<file path="src/rtl/grid_mem_dbuf.sv">
// grid_mem_dbuf
// Double-buffered Conway grid memory. The front bank feeds the VGA renderer
// and the cell selector; the selector writes the next generation into the
// back bank. A swap exchanges the banks; a built-in sequencer clears the grid
// or loads the debug seed pattern into both banks, one row per cycle.
//
// Ports
//   clk                 system clock, rising edge
//   rst                 synchronous active-high reset (starts a CLEAR)
//   debug               pulse: load seed pattern into both banks
//   clear               pulse: zero both banks
//   swap                pulse: exchange front/back banks
//   array_in_vga        VGA read row (front bank)
//   alive_out_vga       VGA read data, 1-cycle latency
//   array_selector      selector row (read front, write back)
//   alive_in_selector   selector write data
//   write_enb           write alive_in_selector to back[array_selector]
//   alive_out_selector  selector read data, 1-cycle latency
//   busy                sequencer (clear/load) active
//   front_sel           physical front bank (0 = bank A)
//   generation          completed swaps, wraps mod 2^GEN_W
module grid_mem_dbuf #(
  parameter int WIDTH  = 16,
  parameter int ROWS   = 4,
  parameter int GEN_W  = 8,
  localparam int ADDR_W = (ROWS > 1) ? $clog2(ROWS) : 1
) (
  input  logic              clk,
  input  logic              rst,
  input  logic              debug,
  input  logic              clear,
  input  logic              swap,
  input  logic [ADDR_W-1:0] array_in_vga,
  output logic [WIDTH-1:0]  alive_out_vga,
  input  logic [ADDR_W-1:0] array_selector,
  input  logic [WIDTH-1:0]  alive_in_selector,
  input  logic              write_enb,
  output logic [WIDTH-1:0]  alive_out_selector,
  output logic              busy,
  output logic              front_sel,
  output logic [GEN_W-1:0]  generation
);

  typedef enum logic [1:0] {S_IDLE, S_CLEAR, S_LOAD} state_t;

  state_t            state, state_nxt;
  logic [ADDR_W-1:0] row, row_nxt;

  logic [WIDTH-1:0]  bank_a [ROWS];
  logic [WIDTH-1:0]  bank_b [ROWS];

  logic              seq_we;
  logic [WIDTH-1:0]  seq_data;
  logic              cmd_ok;
  logic              sel_we;
  logic              do_swap;
  logic              vga_ok, sel_ok;
  logic              row_last;

  // Seed base word repeats every four rows; it is replicated across the row
  // and the WIDTH least-significant bits are kept.
  function automatic logic [WIDTH-1:0] seed_row(input logic [ADDR_W-1:0] r);
    logic [31:0] idx;
    logic [15:0] base;
    idx = 32'(r);
    case (idx[1:0])
      2'd0:    base = 16'hC813;
      2'd1:    base = 16'h338C;
      2'd2:    base = 16'h33CC;
      default: base = 16'h6186;
    endcase
    return WIDTH'({(WIDTH / 16 + 1){base}});
  endfunction

  assign vga_ok   = int'(array_in_vga) < ROWS;
  assign sel_ok   = int'(array_selector) < ROWS;
  assign row_last = (row == ADDR_W'(ROWS - 1));

  // State register
  always_ff @(posedge clk) begin
    if (rst) begin
      state <= S_CLEAR;
      row   <= '0;
    end else begin
      state <= state_nxt;
      row   <= row_nxt;
    end
  end

  // Next state: debug/clear restart their sequence at row 0, even mid-sequence
  always_comb begin
    state_nxt = state;
    row_nxt   = row;
    if (debug) begin
      state_nxt = S_LOAD;
      row_nxt   = '0;
    end else if (clear) begin
      state_nxt = S_CLEAR;
      row_nxt   = '0;
    end else if (state != S_IDLE) begin
      if (row_last) begin
        state_nxt = S_IDLE;
        row_nxt   = '0;
      end else begin
        row_nxt = row + 1'b1;
      end
    end
  end

  // Outputs: selector write and swap only when idle and not pre-empted by a
  // higher-priority command on the same edge
  always_comb begin
    busy     = (state != S_IDLE);
    seq_we   = busy && !rst;
    seq_data = (state == S_LOAD) ? seed_row(row) : '0;
    cmd_ok   = !busy && !rst && !debug && !clear;
    sel_we   = cmd_ok && write_enb && sel_ok;
    do_swap  = cmd_ok && swap;
  end

  // Banks: sequencer writes both; selector writes whichever is back now, so a
  // write coinciding with a swap lands in the bank that becomes front.
  always_ff @(posedge clk) begin
    if (seq_we) begin
      bank_a[row] <= seq_data;
      bank_b[row] <= seq_data;
    end
    if (sel_we) begin
      if (front_sel) bank_a[array_selector] <= alive_in_selector;
      else           bank_b[array_selector] <= alive_in_selector;
    end
  end

  always_ff @(posedge clk) begin
    if (rst) begin
      front_sel  <= 1'b0;
      generation <= '0;
    end else if (do_swap) begin
      front_sel  <= !front_sel;
      generation <= generation + 1'b1;
    end
  end

  // Registered reads use the pre-edge front_sel, so reads on a swap edge
  // still see the old front.
  always_ff @(posedge clk) begin
    if (rst) begin
      alive_out_vga      <= '0;
      alive_out_selector <= '0;
    end else begin
      if (!vga_ok)        alive_out_vga <= '0;
      else if (front_sel) alive_out_vga <= bank_b[array_in_vga];
      else                alive_out_vga <= bank_a[array_in_vga];
      if (!sel_ok)        alive_out_selector <= '0;
      else if (front_sel) alive_out_selector <= bank_b[array_selector];
      else                alive_out_selector <= bank_a[array_selector];
    end
  end

endmodule

</file>
<file path="config.mk">
export PLATFORM = sky130hd
export DESIGN_NAME = grid_mem_dbuf
export DESIGN_NICKNAME = d
export VERILOG_FILES = /design/src/rtl/grid_mem_dbuf.sv
export SDC_FILE = /design/constraint.sdc
export NUM_CORES = 1
export LEC_CHECK = 0
export ABC_CLOCK_PERIOD_IN_PS = 4300
export CORE_UTILIZATION = 25
export DETAILED_ROUTE_END_ITERATION = 10
export GPL_ROUTABILITY_DRIVEN = 1
export SYNTH_ARGS = -nofsm -noshare
export SYNTH_HDL_FRONTEND = slang
export SYNTH_SLANG_ARGS = --single-unit
</file>
<file path="constraint.sdc">
create_clock -name clk -period 4.3 [get_ports clk]
set_input_delay 0.86 -clock clk [delete_from_list [all_inputs] [get_ports clk]]
set_output_delay 0.86 -clock clk [all_outputs]
set_load 0.05 [all_outputs]
</file>
======== After elaboration in Yosys (flattened, before gate mapping) ========
Memory sizes are Yosys's and may differ from the RTL's.
Index checks and enable logic that the tools add are counted.
W data, S select, Z words.
storage, ports and cells
  register bits after elaboration ......... 45
  word-level logic and storage cells ...... 56
  bits in writable memories ............... 128
  latch bits .............................. 0
  ROM bits ................................ 0
  output and inout bits ................... 42
  memories ................................ 2
  input bits .............................. 26
memory list
  memory  depth  width  rd ports  clocked after memory_dff  wr ports  line  RTL
  bank_a  4      16     2         0                         1         49    logic [WIDTH-1:0] bank_a [ROWS];
  bank_b  4      16     2         0                         1         50    logic [WIDTH-1:0] bank_b [ROWS];
cells by class
  shift-type cells ........................ 0
  multiply operators ...................... 0
  mux-type cells .......................... 23
  bitwise operators ....................... 0
  equality and inequality tests ........... 4
  add/subtract/negate cells ............... 2
  divide/modulo/power cells ............... 0
  $lt $le $gt $ge ......................... 0
  reduce and logical (&&, ||, !) cells .... 19
operator list
  operator               number
  $mux W16               5
  $pmux W16 S3           1
  $reduce_or A16 Y1      2
  $mux W2                7
  $mux W1                10
  $add A8 B1 Y8 const B  1
  $eq A2 B2 Y1 const B   3
  $logic_and A1 B1 Y1    6
  $reduce_bool A3 Y1     2
  $logic_not A1 Y1       5
  $reduce_or A3 Y1       1
  $add A2 B1 Y2 const B  1
  $eq A2 B1 Y1 const B   1
  $logic_not A2 Y1       1
  $reduce_and A2 Y1      1
  $reduce_bool A2 Y1     1

======== Logic depth before layout (Yosys ltp) ========
  word-level depth ........................ 10
  mapped depth ............................ 5

======== Least setup slack after synthesis ========
OpenSTA, ideal clock, no wires.
  kind .................................... input to register
  start ................................... in debug
  end ..................................... mem bank_b[0][0] (enable)
  path slack .............................. 0.774 ns
  stages .................................. 4
  path buffers ............................ 1
  arrival ................................. 3.112 ns
  path through ............................ or3_1 buf_2 or4_4 o31ai_1
on the way
  longest elaborated chain between the ends .. 8
RTL lines
  what                                                 line  RTL
  start, declared                                      30    input logic debug,
  $logic_not A1 Y1 *                                   116   cmd_ok = !busy && !rst && !debug && !clear;
  $logic_and A1 B1 Y1 * (2 in series)                  116
  $logic_and A1 B1 Y1 *                                117   sel_we = cmd_ok && write_enb && sel_ok;
  $mux W1 *                                            128   if (sel_we) begin
  $mux W1 (implied by the code) *                      130   else bank_b[array_selector] <= alive_in_selector;
  $reduce_or A16 Y1 (no line)                          n/a
  $mux W2 (no line) / $mux W1 (equally long branches)  n/a
  end, declared                                        50
Mark *: on every way between the ends. The rest lies on a longest branch, timed or not.

======== Final worst setup path ========
  start ................................... in debug
  end ..................................... mem bank_a[3][3] (enable)
on the way
  longest elaborated chain between the ends .. 8
RTL lines
  what                                                 line  RTL
  $logic_not A1 Y1 *                                   116
  $logic_and A1 B1 Y1 * (2 in series)                  116
  $logic_and A1 B1 Y1 *                                117
  $mux W1 *                                            128
  $mux W1 (implied by the code) *                      129   if (front_sel) bank_a[array_selector] <= alive_in_selector;
  $reduce_or A16 Y1 (no line)                          n/a
  $mux W2 (no line) / $mux W1 (equally long branches)  n/a
  end, declared                                        49
Marks and branches as above.

==> results.md <==
- Drt total wl: 17.9 mm
- Post-CTS Hold Fix Bufs: 0
- Setup repair bufs after CTS: 0
- # setup viols final: 0
- CP max stage delay: 0.69 ns
- Slew HR: 0.376
- Most frequent CP cell: or3_1
- Clock sink count: 173
- H-tree levels: 4
- CTS tree: done
- CTS Buffer Depth: 2
- Slew Limit Fails: 0
- Synth warn: 0
- Core Box Area: 0.0297 mm²
- Minimum clock period: 3.17 ns
- CP arrival: 3.29 ns
- All-Layer GR Usage: 0.120
- Crit path cell chain: clkdlybuf4s50_1, or3_1, or3_1, o21ai_1, buf_4
- WP data required: 4.41 ns
- Final period util: 0.737
- Crit Path Category: primary input to flip-flop
- PortBufs: 67
- Clock skew: 0.0139 ns
- Gpl congestion: 0.772
- Via density: 4.69
- Post-Syn Nets: 484
- RSZ-0062 raised after global routing: false
- Global-route wire length before repair: 27.2 mm
- Clock root buffer: clkbuf_16
- Clock latency on the worst-skew pair: 0.43 ns
- Startpoint type of the worst setup path: primary input
- Most common cell after layout, fill and taps aside: edfxtp_1
- Status: completed
- Total Die Area: 0.0310 mm²
- Nets: 566
- Hold Crit Class: flip-flop to flip-flop
- Fin. Hold Viols: 0
- Post-Syn Instances: 453
- WHS: 0.508 ns
- Max Cap Violations: 0
- WL per Instance: 19.0 µm
- Synthesized area: 0.00757 mm²
- Slowest stage cell, crit path: o21ai_1
- Pwr/cell area: 395 mW/mm²
- TritonCTS Buffers: 17
- Initial antenna violation count: 0
- Crit Path Max Fanout: 11
- Die X: 176 µm
- Leakage: 3.31 nW
- Layout area overhead: 24.0%
- Row count: 63
- I/O pin count: 68
- Clock-pin slew on the worst setup and hold paths: 0.07 ns
- Layout cells sized above 1: 0.245
- Gr ovfl total: 0
- Initial Util: 0.255
- Mapped Avg Cell Area: 16.7 µm²
- Count of different cell masters after synthesis: 35
- VDD IR-drop max: 0.243 mV
- PostCTS Resize Cnt: 0
- DR vias: 4400
- Post-DP HPWL: 12.2 mm
- Crit path capture type: flip-flop
- Post-synthesis async set-or-reset flop share: 0
- Antenna Nets Post-Route: 0
- Die height: 176 µm
- Sequential area share after synthesis: 0.627
- Drt first pass iters: 4
- Worst-Margin Slew: 0.932 ns
- DRC viols: 0
- Pin count of the biggest net entering global routing: 47
- FMAX: 315 MHz
- Main flop type after synthesis: edfxtp_1
- Vias in the first global route: 4611
- Post-synth EDFFs: 128
- Most frequent cells in the layout: edfxtp_1, mux4_2, clkdlybuf4s50_1
- ANT cells: 0
- Setup TNS: 0 ns
- Flops & latches, synth: 173
- First DRT Iteration DRCs: 271
-- cell type report --
class / count / area (µm²)
Clock buffer: 20 / 457
Tap cell: 390 / 488
Sequential cell: 173 / 4750
Multi-Input combinational cell: 242 / 2680
Fill cell: 2856 / 20300
Clock inverter: 12 / 139
Inverter: 8 / 30.0
Timing Repair Buffer: 93 / 851
-- cells by family after synthesis --
logic type               share of synthesized area
multiplexers                                 0.234
adder cells (fa/ha/maj)                    0.00826
buffers and inverters                       0.0207
AND/OR/NAND/NOR                             0.0588
AO/OA/AOI/OAI                               0.0512
flip-flops                                   0.627
-- state kept, by name, indices dropped and copies added, names as in the netlist --
register	flops
state	2
bank_a	64
alive_out_vga	16
bank_b	64
front_sel	1
alive_out_selector	16
row	2
generation	8
-- power breakdown --
group          switching, W  internal [W]  leakage, nW  total (W)
logic              0.000188      0.000143         1.38   0.000330
clock network      0.000681      0.000858        0.296    0.00154
registers         0.0000164       0.00182         1.64    0.00184
-- metal layers --
layer,global-route usage,part of all wire,vias to the layer above
li1,-,-,1981
met1,0.136,0.40,2277
met2,0.220,0.54,122
met3,0.0273,0.043,20
met4,0.0395,0.014,0
met5,0,0,-
-- worst paths after layout --
path,startpoint,to,slack (ns),cells past startpoint
worst max-delay path,debug,bank_a[3][3],1.13,5
worst min-delay path,front_sel,front_sel,0.51,2
worst max register to register,front_sel,bank_a[3][3],1.35,5
worst min register to register,front_sel,front_sel,0.51,2
-- metrics by stage --
step / setup slack (ns) / power (W) / cells / instance area [µm²] / utilization
after floorplan: 0.774 / 0.00208 / 453 / 7570 / -
after global placement: 0.790 / 0.00220 / 906 / 8790 / 0.296
after detailed placement: 0.737 / 0.00221 / 906 / 8790 / 0.296
after CTS: 1.18 / 0.00374 / 938 / 9390 / 0.316
after global routing: 1.12 / 0.00382 / 938 / 9390 / 0.316
final: 1.13 / 0.00371 / 938 / 9390 / 0.316
-- critical path, delay by kind of cell --
family / cells / cell delay [ns]
and+or+nand+nor: 2 / 0.89
buffers and inverters: 2 / 0.83
AOI/OAI and AO/OA: 1 / 0.69
-- cell usage after synthesis, drive strengths merged, types with 5 or more instances --
library cell | count | area [µm²]
or4 | 7 | 60.1
clkbuf | 14 | 52.6
o31ai | 6 | 45.0
buf | 16 | 73.8
nand3 | 6 | 30.0
dfxtp | 45 | 901
and2 | 6 | 37.5
or3 | 6 | 37.5
ha | 5 | 62.6
a21o | 26 | 195
mux2i | 32 | 320
inv | 8 | 30.0
a21oi | 12 | 60.1
edfxtp | 128 | 3840
nand2 | 7 | 26.3
nor2 | 38 | 143
mux4 | 64 | 1440
o21ai | 8 | 40.0
(Power assumes the default switching activity.)
